$ cat src/rtl/calib_sched.sv
// calib_sched: shares one calibration datapath round-robin across NUM_CH channels.
// Optional feature macro CALIB_TIMEOUT_EN: EEPROM read timeout with sticky cal_err.
module calib_sched #(
  parameter int         NUM_CH   = 3,
  parameter logic [7:0] EEP_BASE = 8'h00,
  parameter int         TMO_CYC  = 255
) (
  input  logic                clk,
  input  logic                rst,
  input  logic                cal_start,
  output logic [7:0]          eep_addr,
  output logic                eep_rd,
  input  logic [7:0]          eep_rdata,
  input  logic                eep_rdy,
  input  logic [NUM_CH-1:0]   ch_vld,
  input  logic [8*NUM_CH-1:0] ch_raw,
  output logic [NUM_CH-1:0]   ch_ack,
  output logic [7:0]          dp_raw,
  output logic [7:0]          dp_off,
  output logic [7:0]          dp_gain,
  input  logic [7:0]          dp_corr,
  output logic                out_vld,
  output logic [1:0]          out_ch,
  output logic [7:0]          out_data,
  output logic                cal_busy,
  output logic                cal_err
);

  typedef enum logic [1:0] {
    LOAD_REQ,
    LOAD_WAIT,
    RUN
  } state_t;

  localparam logic [2:0] LAST_IDX = 3'(2*NUM_CH-1);
  localparam logic [NUM_CH-1:0] ONE = NUM_CH'(1);

  state_t              state_q, state_d;
  logic [2:0]          idx_q, idx_d;
  logic [8*NUM_CH-1:0] off_q, off_d;
  logic [8*NUM_CH-1:0] gain_q, gain_d;
  logic [1:0]          ptr_q, ptr_d;
  logic                eep_rd_q, eep_rd_d;
  logic [7:0]          eep_addr_q, eep_addr_d;
  logic                busy_q, busy_d;
  logic                out_vld_q, out_vld_d;
  logic [1:0]          out_ch_q, out_ch_d;
  logic [7:0]          out_data_q, out_data_d;
  logic [7:0]          dp_raw_q, dp_raw_d;
  logic [7:0]          dp_off_q, dp_off_d;
  logic [7:0]          dp_gain_q, dp_gain_d;
  logic [NUM_CH-1:0]   ack_c;
  logic                any_req;
  logic [1:0]          win;
  logic [NUM_CH-1:0]   vld_sh;
  logic [8*NUM_CH-1:0] raw_sh, off_sh, gain_sh;
  logic                wr_en;
  logic [7:0]          wr_data;
`ifdef CALIB_TIMEOUT_EN
  logic [7:0]          cnt_q, cnt_d;
  logic                err_q, err_d;
`else
  logic                unused_tmo;
  assign unused_tmo = (TMO_CYC == 0);
`endif

  // First requester strictly after the last winner, wrapping.
  always_comb begin
    int c;
    any_req = 1'b0;
    win     = ptr_q;
    vld_sh  = '0;
    for (int k = 1; k <= NUM_CH; k++) begin
      c = int'(ptr_q) + k;
      if (c >= NUM_CH) c = c - NUM_CH;
      vld_sh = ch_vld >> c;
      if (!any_req && vld_sh[0]) begin
        any_req = 1'b1;
        win     = 2'(c);
      end
    end
  end

  always_comb begin
    state_d    = state_q;
    idx_d      = idx_q;
    off_d      = off_q;
    gain_d     = gain_q;
    ptr_d      = ptr_q;
    eep_rd_d   = 1'b0;
    eep_addr_d = eep_addr_q;
    busy_d     = busy_q;
    out_vld_d  = 1'b0;
    out_ch_d   = out_ch_q;
    out_data_d = out_data_q;
    dp_raw_d   = dp_raw_q;
    dp_off_d   = dp_off_q;
    dp_gain_d  = dp_gain_q;
    ack_c      = '0;
    wr_en      = 1'b0;
    wr_data    = 8'h00;
`ifdef CALIB_TIMEOUT_EN
    cnt_d      = cnt_q;
    err_d      = err_q;
`endif
    raw_sh     = ch_raw >> (8*int'(win));
    off_sh     = off_q >> (8*int'(win));
    gain_sh    = gain_q >> (8*int'(win));
    unique case (state_q)
      LOAD_REQ: begin
        eep_addr_d = EEP_BASE + {5'd0, idx_q};
        eep_rd_d   = 1'b1;
        state_d    = LOAD_WAIT;
`ifdef CALIB_TIMEOUT_EN
        cnt_d      = 8'd0;
`endif
      end
      LOAD_WAIT: begin
        if (eep_rdy) begin
          wr_en   = 1'b1;
          wr_data = eep_rdata;
        end
`ifdef CALIB_TIMEOUT_EN
        else if (cnt_q == 8'(TMO_CYC-1)) begin
          wr_en   = 1'b1;
          wr_data = idx_q[0] ? 8'h80 : 8'h00;
          err_d   = 1'b1;
        end else begin
          cnt_d = cnt_q + 8'd1;
        end
`endif
        if (wr_en) begin
          if (idx_q == LAST_IDX) begin
            state_d = RUN;
            busy_d  = 1'b0;
          end else begin
            idx_d   = idx_q + 3'd1;
            state_d = LOAD_REQ;
          end
        end
      end
      RUN: begin
        if (cal_start) begin
          state_d = LOAD_REQ;
          idx_d   = 3'd0;
          busy_d  = 1'b1;
`ifdef CALIB_TIMEOUT_EN
          err_d   = 1'b0;
`endif
        end else if (any_req) begin
          ack_c      = ONE << win;
          ptr_d      = win;
          dp_raw_d   = raw_sh[7:0];
          dp_off_d   = off_sh[7:0];
          dp_gain_d  = gain_sh[7:0];
          out_vld_d  = 1'b1;
          out_ch_d   = win;
          out_data_d = dp_corr;
        end
      end
      default: state_d = LOAD_REQ;
    endcase
    for (int c = 0; c < NUM_CH; c++) begin
      if (wr_en && idx_q[2:1] == 2'(c)) begin
        if (idx_q[0]) gain_d[8*c +: 8] = wr_data;
        else          off_d[8*c +: 8]  = wr_data;
      end
    end
  end

  always_ff @(posedge clk) begin
    if (rst) begin
      state_q    <= LOAD_REQ;
      idx_q      <= 3'd0;
      off_q      <= '0;
      gain_q     <= {NUM_CH{8'h80}};
      ptr_q      <= 2'(NUM_CH-1);
      eep_rd_q   <= 1'b0;
      eep_addr_q <= 8'h00;
      busy_q     <= 1'b1;
      out_vld_q  <= 1'b0;
      out_ch_q   <= 2'd0;
      out_data_q <= 8'h00;
      dp_raw_q   <= 8'h00;
      dp_off_q   <= 8'h00;
      dp_gain_q  <= 8'h00;
`ifdef CALIB_TIMEOUT_EN
      cnt_q      <= 8'd0;
      err_q      <= 1'b0;
`endif
    end else begin
      state_q    <= state_d;
      idx_q      <= idx_d;
      off_q      <= off_d;
      gain_q     <= gain_d;
      ptr_q      <= ptr_d;
      eep_rd_q   <= eep_rd_d;
      eep_addr_q <= eep_addr_d;
      busy_q     <= busy_d;
      out_vld_q  <= out_vld_d;
      out_ch_q   <= out_ch_d;
      out_data_q <= out_data_d;
      dp_raw_q   <= dp_raw_d;
      dp_off_q   <= dp_off_d;
      dp_gain_q  <= dp_gain_d;
`ifdef CALIB_TIMEOUT_EN
      cnt_q      <= cnt_d;
      err_q      <= err_d;
`endif
    end
  end

  assign eep_addr = eep_addr_q;
  assign eep_rd   = eep_rd_q;
  assign ch_ack   = ack_c;
  assign dp_raw   = dp_raw_d;
  assign dp_off   = dp_off_d;
  assign dp_gain  = dp_gain_d;
  assign out_vld  = out_vld_q;
  assign out_ch   = out_ch_q;
  assign out_data = out_data_q;
  assign cal_busy = busy_q;
`ifdef CALIB_TIMEOUT_EN
  assign cal_err  = err_q;
`else
  assign cal_err  = 1'b0;
`endif

endmodule

$ cat config.mk
export PLATFORM = sky130hd
export DESIGN_NAME = calib_sched
export DESIGN_NICKNAME = d
export VERILOG_FILES = /design/src/rtl/calib_sched.sv
export SDC_FILE = /design/constraint.sdc
export NUM_CORES = 1
export LEC_CHECK = 0
export ABC_AREA = 1
export ABC_CLOCK_PERIOD_IN_PS = 3210
export CAP_MARGIN = 10
export CORE_MARGIN = 3
export CORE_UTILIZATION = 45
export CTS_CLUSTER_SIZE = 12
export DETAILED_ROUTE_END_ITERATION = 6
export GPL_TIMING_DRIVEN = 0
export PLACE_DENSITY = 0.7
export SYNTH_ARGS = -nofsm -noshare
export SYNTH_HDL_FRONTEND = slang
export SYNTH_SLANG_ARGS = --single-unit
$ cat constraint.sdc
create_clock -name clk -period 3.21 [get_ports clk]
set_clock_uncertainty 0.05 [all_clocks]
set_input_delay 0.642 -clock clk [delete_from_list [all_inputs] [get_ports clk]]
set_output_delay 0.642 -clock clk [all_outputs]
set_load 0.05 [all_outputs]
==> impl_metrics.csv, run 1 <==
group,metric,value,unit
status,status,"finished, violations left",
status,violations,"setup timing",
setup_path,required,2520,ps
setup_path,critical_path_class,"reg2out",
sta,period_share,103,%
clocking,clk_latency,360,ps
setup_path,timing.rr.start,"ptr_q[0]$_SDFFE_PP0P_",
setup_path,path_delay_family,"simple AND/OR/NAND/NOR gates",
global_routing,met1_usage,32.5,%
pwr,vdd_drop_max,0.224,mV
global_routing,grt_pass1_wl,23100,um
sta,tns,-1360,ps
clocking,ctsHoldBuffers,0,
clocking,cts_buffer_depth,2,
pwr,swShare,27.7,%
sta,min_period,3300,ps
clocking,cts_htree_levels,3,
pwr,p_leak,3.09,nW
setup_path,cp_max_fo,10,
placed_design,numPortBuffers,89,
clocking,cts.clk_slew.worst_paths,90,ps
drt,drt.antenna.violating_nets,0,
setup_path,reg2regPathDepth,16,
yosys,ys_seq_area_share,39.4,%
layout,fill_cells,846,
global_routing,grt_antenna_before_repair,0,
sta,hold-worst-slack,412,ps
floorplan,io-pin-count,96,
pwr,p_int,0.00163,W
setup_path,max_stage_delay,370,ps
layout,post-route-util,66.1,%
yosys,synth_cell_types,31,
setup_path,cpMostUsedCell,"nor2_2",
hold_path,min_path_type,"reg2reg",
setup_path,cp_data_arrival_time,2600,ps
yosys,avgSynthCellArea,6.90,um^2
drt,firstDrtPassIters,5,
setup_path,timing.rr.end,"dp_raw_q[0]$_SDFF_PP0_",
floorplan,die_w,109,um
setup_path,critPathBufInv,5,
pwr,seq_power_share,52.9,%
clocking,tritoncts.num_buffers,9,
global_routing,grt_usage,24.7,%
placed_design,pre_cts_slack,-833,ps
layout,final_common_cell,"nor2_1",
floorplan,rows,36,
setup_path,cp-start-kind,"flip-flop",
hold_path,holdPathStages,2,
sta,rsz0062_at_grt,"yes",
drt,postRouteWirelength,14500,um
yosys,synthCells,692,
clocking,clock-root-buffer,"clkbuf_8",
clocking,cts.sinks,94,
pwr,comb_power_share,14.8,%
drt,drtIter0Drc,428,
global_routing,grt_pass1_vias,4742,
layout,syn_to_final_growth,39.2,%
global_routing,grt_start_max_net_pins,16,
drt,vias,4999,
layout,n_antenna_cell,0,
setup_path,end_kind,"output pin",
drt,wl_per_cell,15.0,um
setup_path,slowest_stage,"dfxtp_4",
global_routing,top_usage_layer,"met2",
placed_design,post-dp-hpwl,9780,um
floorplan,core-area,10000,um^2
yosys,syn-cell-area,4770,um^2
sta,setup-violations-final,23,
sta,timing.fmax,303,MHz
pwr,switching_power,0.000624,W
layout,nNetsFinal,883,
hold_path,hp-start,"off_q[18]$_SDFFE_PP0P_",
layout,drive_above_1_share,21.3,%
sta,setup_ws,-85.8,ps
setup_path,crit_cells,15,
placed_design,gp_congestion,0.860,
floorplan,die_height,109,um
global_routing,use_met2,41.8,%
floorplan,dieArea,11900,um^2
sta,slew_viol_final,0,
flow_run,cap_violations,0,
hold_path,hold_path_end,"off_q[18]$_SDFFE_PP0P_",
drt,drc,0,
floorplan,start_util,47.5,%
global_routing,gr-usage-met3,3.49,%
pwr,powerDensity,339,nW/um^2
sta,relSlewSlack,56.4,%
pwr,finalPower,0.00225,W
clocking,cts_tree,"built",
setup_path,path_cells,"buf_4, ha_2, nand2_2, inv_1, nor2_2, nand3_4, nand3_2, nand3_4, buf_8, buf_8, nand4_1, nand2_1, nor2_2, nor2_2, buf_6",
setup_path,r2r_slack,770,ps
drt,via_per_inst,5.17,
yosys,ys_warn_count,0,
sta,tightest_slew,651,ps
yosys,ys_ff_latch,94,
global_routing,grt_overflow,0,
layout,final_cell_mix,"nor2_1, nand2_1, dfxtp_1",
sta,hold_violations,0,
pwr,power.clock.fraction,32.3,%
[logic make-up after synthesis]
| kind of cell | count (synthesis) | share of synthesized area, % |
|---|---|---|
| flip-flops | 94 | 39.4 |
| other | 1 | 0.0785 |
| buffers and inverters | 129 | 12.4 |
| AND/OR/NAND/NOR | 379 | 37.4 |
| AO/OA/AOI/OAI | 82 | 8.88 |
| adder cells (fa/ha/maj) | 7 | 1.83 |
[final cells by class]
| class | instances | area (um^2) | share of cell area [%] |
|---|---|---|---|
| tap | 133 | 166 | 2.50 |
| buffer | 39 | 332 | 4.99 |
| clock inverter | 5 | 35.0 | 0.527 |
| sequential | 94 | 1890 | 28.4 |
| inverter | 89 | 347 | 5.22 |
| multi-input combinational | 475 | 2520 | 37.9 |
| clock buffer | 11 | 141 | 2.13 |
| timing repair buffer | 121 | 1220 | 18.3 |
[repair_timing]
action,in CTS,in global routing
resized for setup,257,17
pin swaps,24,18
gates cloned,3,0
buffers inserted,21,9
setup endpoints to repair,27,27
[metal layers]
metal  share of wire [%]  vias to the layer above
met5                   0                        -
met4                 2.1                        0
met3                 7.0                       27
met2                  47                      167
met1                  44                     2320
li1                    -                     2485
[power by group through the flow]
stage                     clock [W]  sequential, W  combinational, W
after floorplan                   0        0.00123          0.000152
after global placement            0        0.00122          0.000272
after detailed placement          0        0.00122          0.000276
after CTS                  0.000739        0.00119          0.000320
after global routing       0.000794        0.00119          0.000357
final                      0.000728        0.00119          0.000332
[cell usage after synthesis]
cell type / count / area, um^2
nand2_1: 124 / 465
nor3_1: 12 / 60.1
clkbuf_1: 12 / 45.0
nand3_1: 29 / 145
nand3_2: 14 / 140
nor2_1: 137 / 514
nand3b_2: 1 / 11.3
nand2_4: 5 / 56.3
clkinv_1: 3 / 11.3
nand3_4: 1 / 17.5
a211oi_1: 1 / 7.51
clkbuf_4: 1 / 7.51
dfxtp_1: 94 / 1880
nand2_8: 1 / 20.0
inv_2: 4 / 15.0
nor2_4: 1 / 11.3
or2_1: 1 / 6.26
conb_1: 1 / 3.75
a31oi_1: 1 / 6.26
nand4_2: 1 / 12.5
a21oi_1: 20 / 100
o211ai_1: 4 / 30.0
o21ai_0: 56 / 280
nor2_2: 4 / 25.0
ha_1: 7 / 87.6
buf_6: 6 / 67.6
nand4_1: 46 / 288
buf_2: 8 / 40.0
buf_4: 13 / 97.6
inv_1: 82 / 308
nand2_2: 2 / 12.5
[worst min-delay path: stages, from the launching register on]
cell	delay (ps)
dfxtp_1	310
inv_1	60
a21oi_1	60
[worst max-delay path by stage]
stage,startpoint,to
2_1_floorplan,ptr_q[0]$_SDFFE_PP0P_,ch_ack[0]
3_3_place_gp,ch_vld[2],dp_raw[4]
3_5_place_dp,ch_vld[2],dp_gain[2]
4_1_cts,ptr_q[1]$_SDFFE_PP1P_,dp_raw[0]
5_1_grt,ptr_q[1]$_SDFFE_PP1P_,dp_gain[1]
6_report,ptr_q[0]$_SDFFE_PP0P_,dp_off[7]
[registers in the layout, summed over array words and instances, names as in the netlist]
name / count
gain_q: 24
off_q: 24
dp_gain_q: 8
dp_off_q: 8
dp_raw_q: 8
out_data: 8
eep_addr: 3
idx_q: 3
ptr_q: 2
state_q: 2
cal_busy: 1
eep_rd: 1
out_ch: 1
out_vld: 1
[per-stage QoR]
| step | cells | cell area [um^2] |
|---|---|---|
| 2_1_floorplan | 697 | 4820 |
| 4_1_cts | 958 | 6530 |
| 6_report | 967 | 6640 |
| 5_1_grt | 967 | 6640 |
| 3_5_place_dp | 919 | 5870 |
| 3_3_place_gp | 919 | 5870 |
No activity file was read; power rests on OpenSTA's default activity.
==> inputs of run 2 (changes only) <==
- ABC_CLOCK_PERIOD_IN_PS: 3210 -> unset
- REMOVE_ABC_BUFFERS: unset -> 1
==> impl_metrics.csv, run 2 (synthesized netlist as in run 1, its figures left out) <==
group,metric,value,unit
drt,drc,0,
setup_path,cp_max_fo,8,
sta,hold_violations,0,
sta,setup-violations-final,26,
flow_run,cap_violations,0,
pwr,powerDensity,356,nW/um^2
layout,nNetsFinal,871,
placed_design,post-dp-hpwl,7970,um
clocking,clock-root-buffer,"clkbuf_8",
sta,timing.fmax,283,MHz
placed_design,gp_congestion,0.844,
drt,postRouteWirelength,15700,um
pwr,p_leak,3.21,nW
global_routing,grt_pass1_wl,23700,um
floorplan,dieArea,11900,um^2
floorplan,die_w,109,um
placed_design,numPortBuffers,89,
status,status,"finished, violations left",
drt,vias,5211,
global_routing,grt_usage,25.1,%
setup_path,critical_path_class,"reg2out",
setup_path,slowest_stage,"dfxtp_4",
pwr,finalPower,0.00254,W
placed_design,numPlacedInstances,880,
clocking,clk_latency,360,ps
layout,n_antenna_cell,0,
setup_path,cp_data_arrival_time,2840,ps
sta,tightest_slew,709,ps
setup_path,cpMostUsedCell,"nand2_1",
setup_path,path_cells,"clkinvlp_4, buf_6, ha_2, nand2_1, nand2_1, nand2_2, clkinv_4, buf_12, nand3_4, nand3_4, nor2_4, buf_6, buf_12, nand2_1, nand2_1, nand3b_4, buf_8",
drt,wl_per_cell,16.4,um
drt,drt.antenna.violating_nets,0,
layout,drive_above_1_share,23.8,%
layout,syn_to_final_growth,49.4,%
floorplan,start_util,47.5,%
clocking,cts_buffer_depth,2,
clocking,cts.clk_slew.worst_paths,90,ps
sta,rsz0062_at_grt,"yes",
layout,stdcell_area,7130,um^2
layout,layout.cells.non_filler,955,
clocking,cts_htree_levels,3,
placed_design,pre_cts_slack,-1900,ps
global_routing,grt_antenna_before_repair,0,
layout,reg_top3,"gain_q: 24 flops, off_q: 24 flops",
global_routing,grt_overflow,0,
pwr,vdd_drop_max,0.257,mV
clocking,ctsHoldBuffers,0,
sta,min_period,3530,ps
setup_path,end_kind,"output pin",
drt,drtIter0Drc,416,
floorplan,rows,36,
sta,setup_ws,-319,ps
global_routing,grt_pass1_vias,4861,
sta,slew_viol_final,0,
status,violations,"setup timing",
floorplan,io-pin-count,96,
setup_path,cp-start-kind,"flip-flop",
floorplan,die_height,109,um
setup_path,required,2520,ps
sta,period_share,110,%
layout,final_cell_mix,"nor2_1, nand2_1, dfxtp_1",
clocking,tritoncts.num_buffers,9,
setup_path,max_stage_delay,380,ps
drt,via_per_inst,5.46,
clocking,cts_tree,"built",
hold_path,min_path_type,"reg2reg",
floorplan,core-area,10000,um^2
layout,post-route-util,71.0,%
drt,firstDrtPassIters,5,
placed_design,place_area,5620,um^2
layout,final_common_cell,"nor2_1",
clocking,cts.sinks,94,
global_routing,grt_start_max_net_pins,69,
sta,relSlewSlack,52.6,%
run 2: worst paths after layout:
check	start	end	slack, ps	cells past startpoint
hold / removal	off_q[20]$_SDFFE_PP0P_	off_q[20]$_SDFFE_PP0P_	410	2
setup / recovery	ptr_q[0]$_SDFFE_PP0P_	dp_gain[4]	-320	17
setup reg to reg	ptr_q[0]$_SDFFE_PP0P_	dp_off_q[5]$_SDFF_PP0_	620	19
hold reg to reg	off_q[20]$_SDFFE_PP0P_	off_q[20]$_SDFFE_PP0P_	410	2
run 2: routing by layer:
metal,up-vias,GRT usage [%],wire [um]
li1,2488,-,-
met1,2415,30.3,6120
met2,249,43.9,7890
met3,59,4.20,1090
met4,0,11.0,602
met5,-,0,0
run 2: repair_timing:
action                     in CTS  in global routing
pin swaps                      22                 43
setup buffers                  28                 16
resized for setup             252                 75
gates cloned                   14                  1
setup endpoints to repair      52                 27
run 2: cell type report:
type                       count  area, um^2
clock buffer                  10         128
clock inverter                 6         134
fill                         740        2910
inverter                      89         368
multi-input combinational    486        2840
sequential                    94        1890
tap                          133         166
timing repair buffer         135        1590
timing repair inverter         2        17.5
run 2: critical path: cells and delay by family (launching register included):
kind          cells  cell delay [ps]
buf+inv           7              960
simple gates      9              930
flops             1              380
fa+ha+maj         1              160
run 2: per-stage QoR:
stage	hold slack [ps]	setup TNS, ps
detailed placement	394	-55060
global placement	390	-103950
floorplan	382	-32600
finish	406	-6170
CTS	408	-2380
global route	439	-8040
run 2: power by group:
group / switching [W] / internal [W]
combinational: 0.000201 / 0.000142
clock: 0.000410 / 0.000597
sequential: 0.0000105 / 0.00118
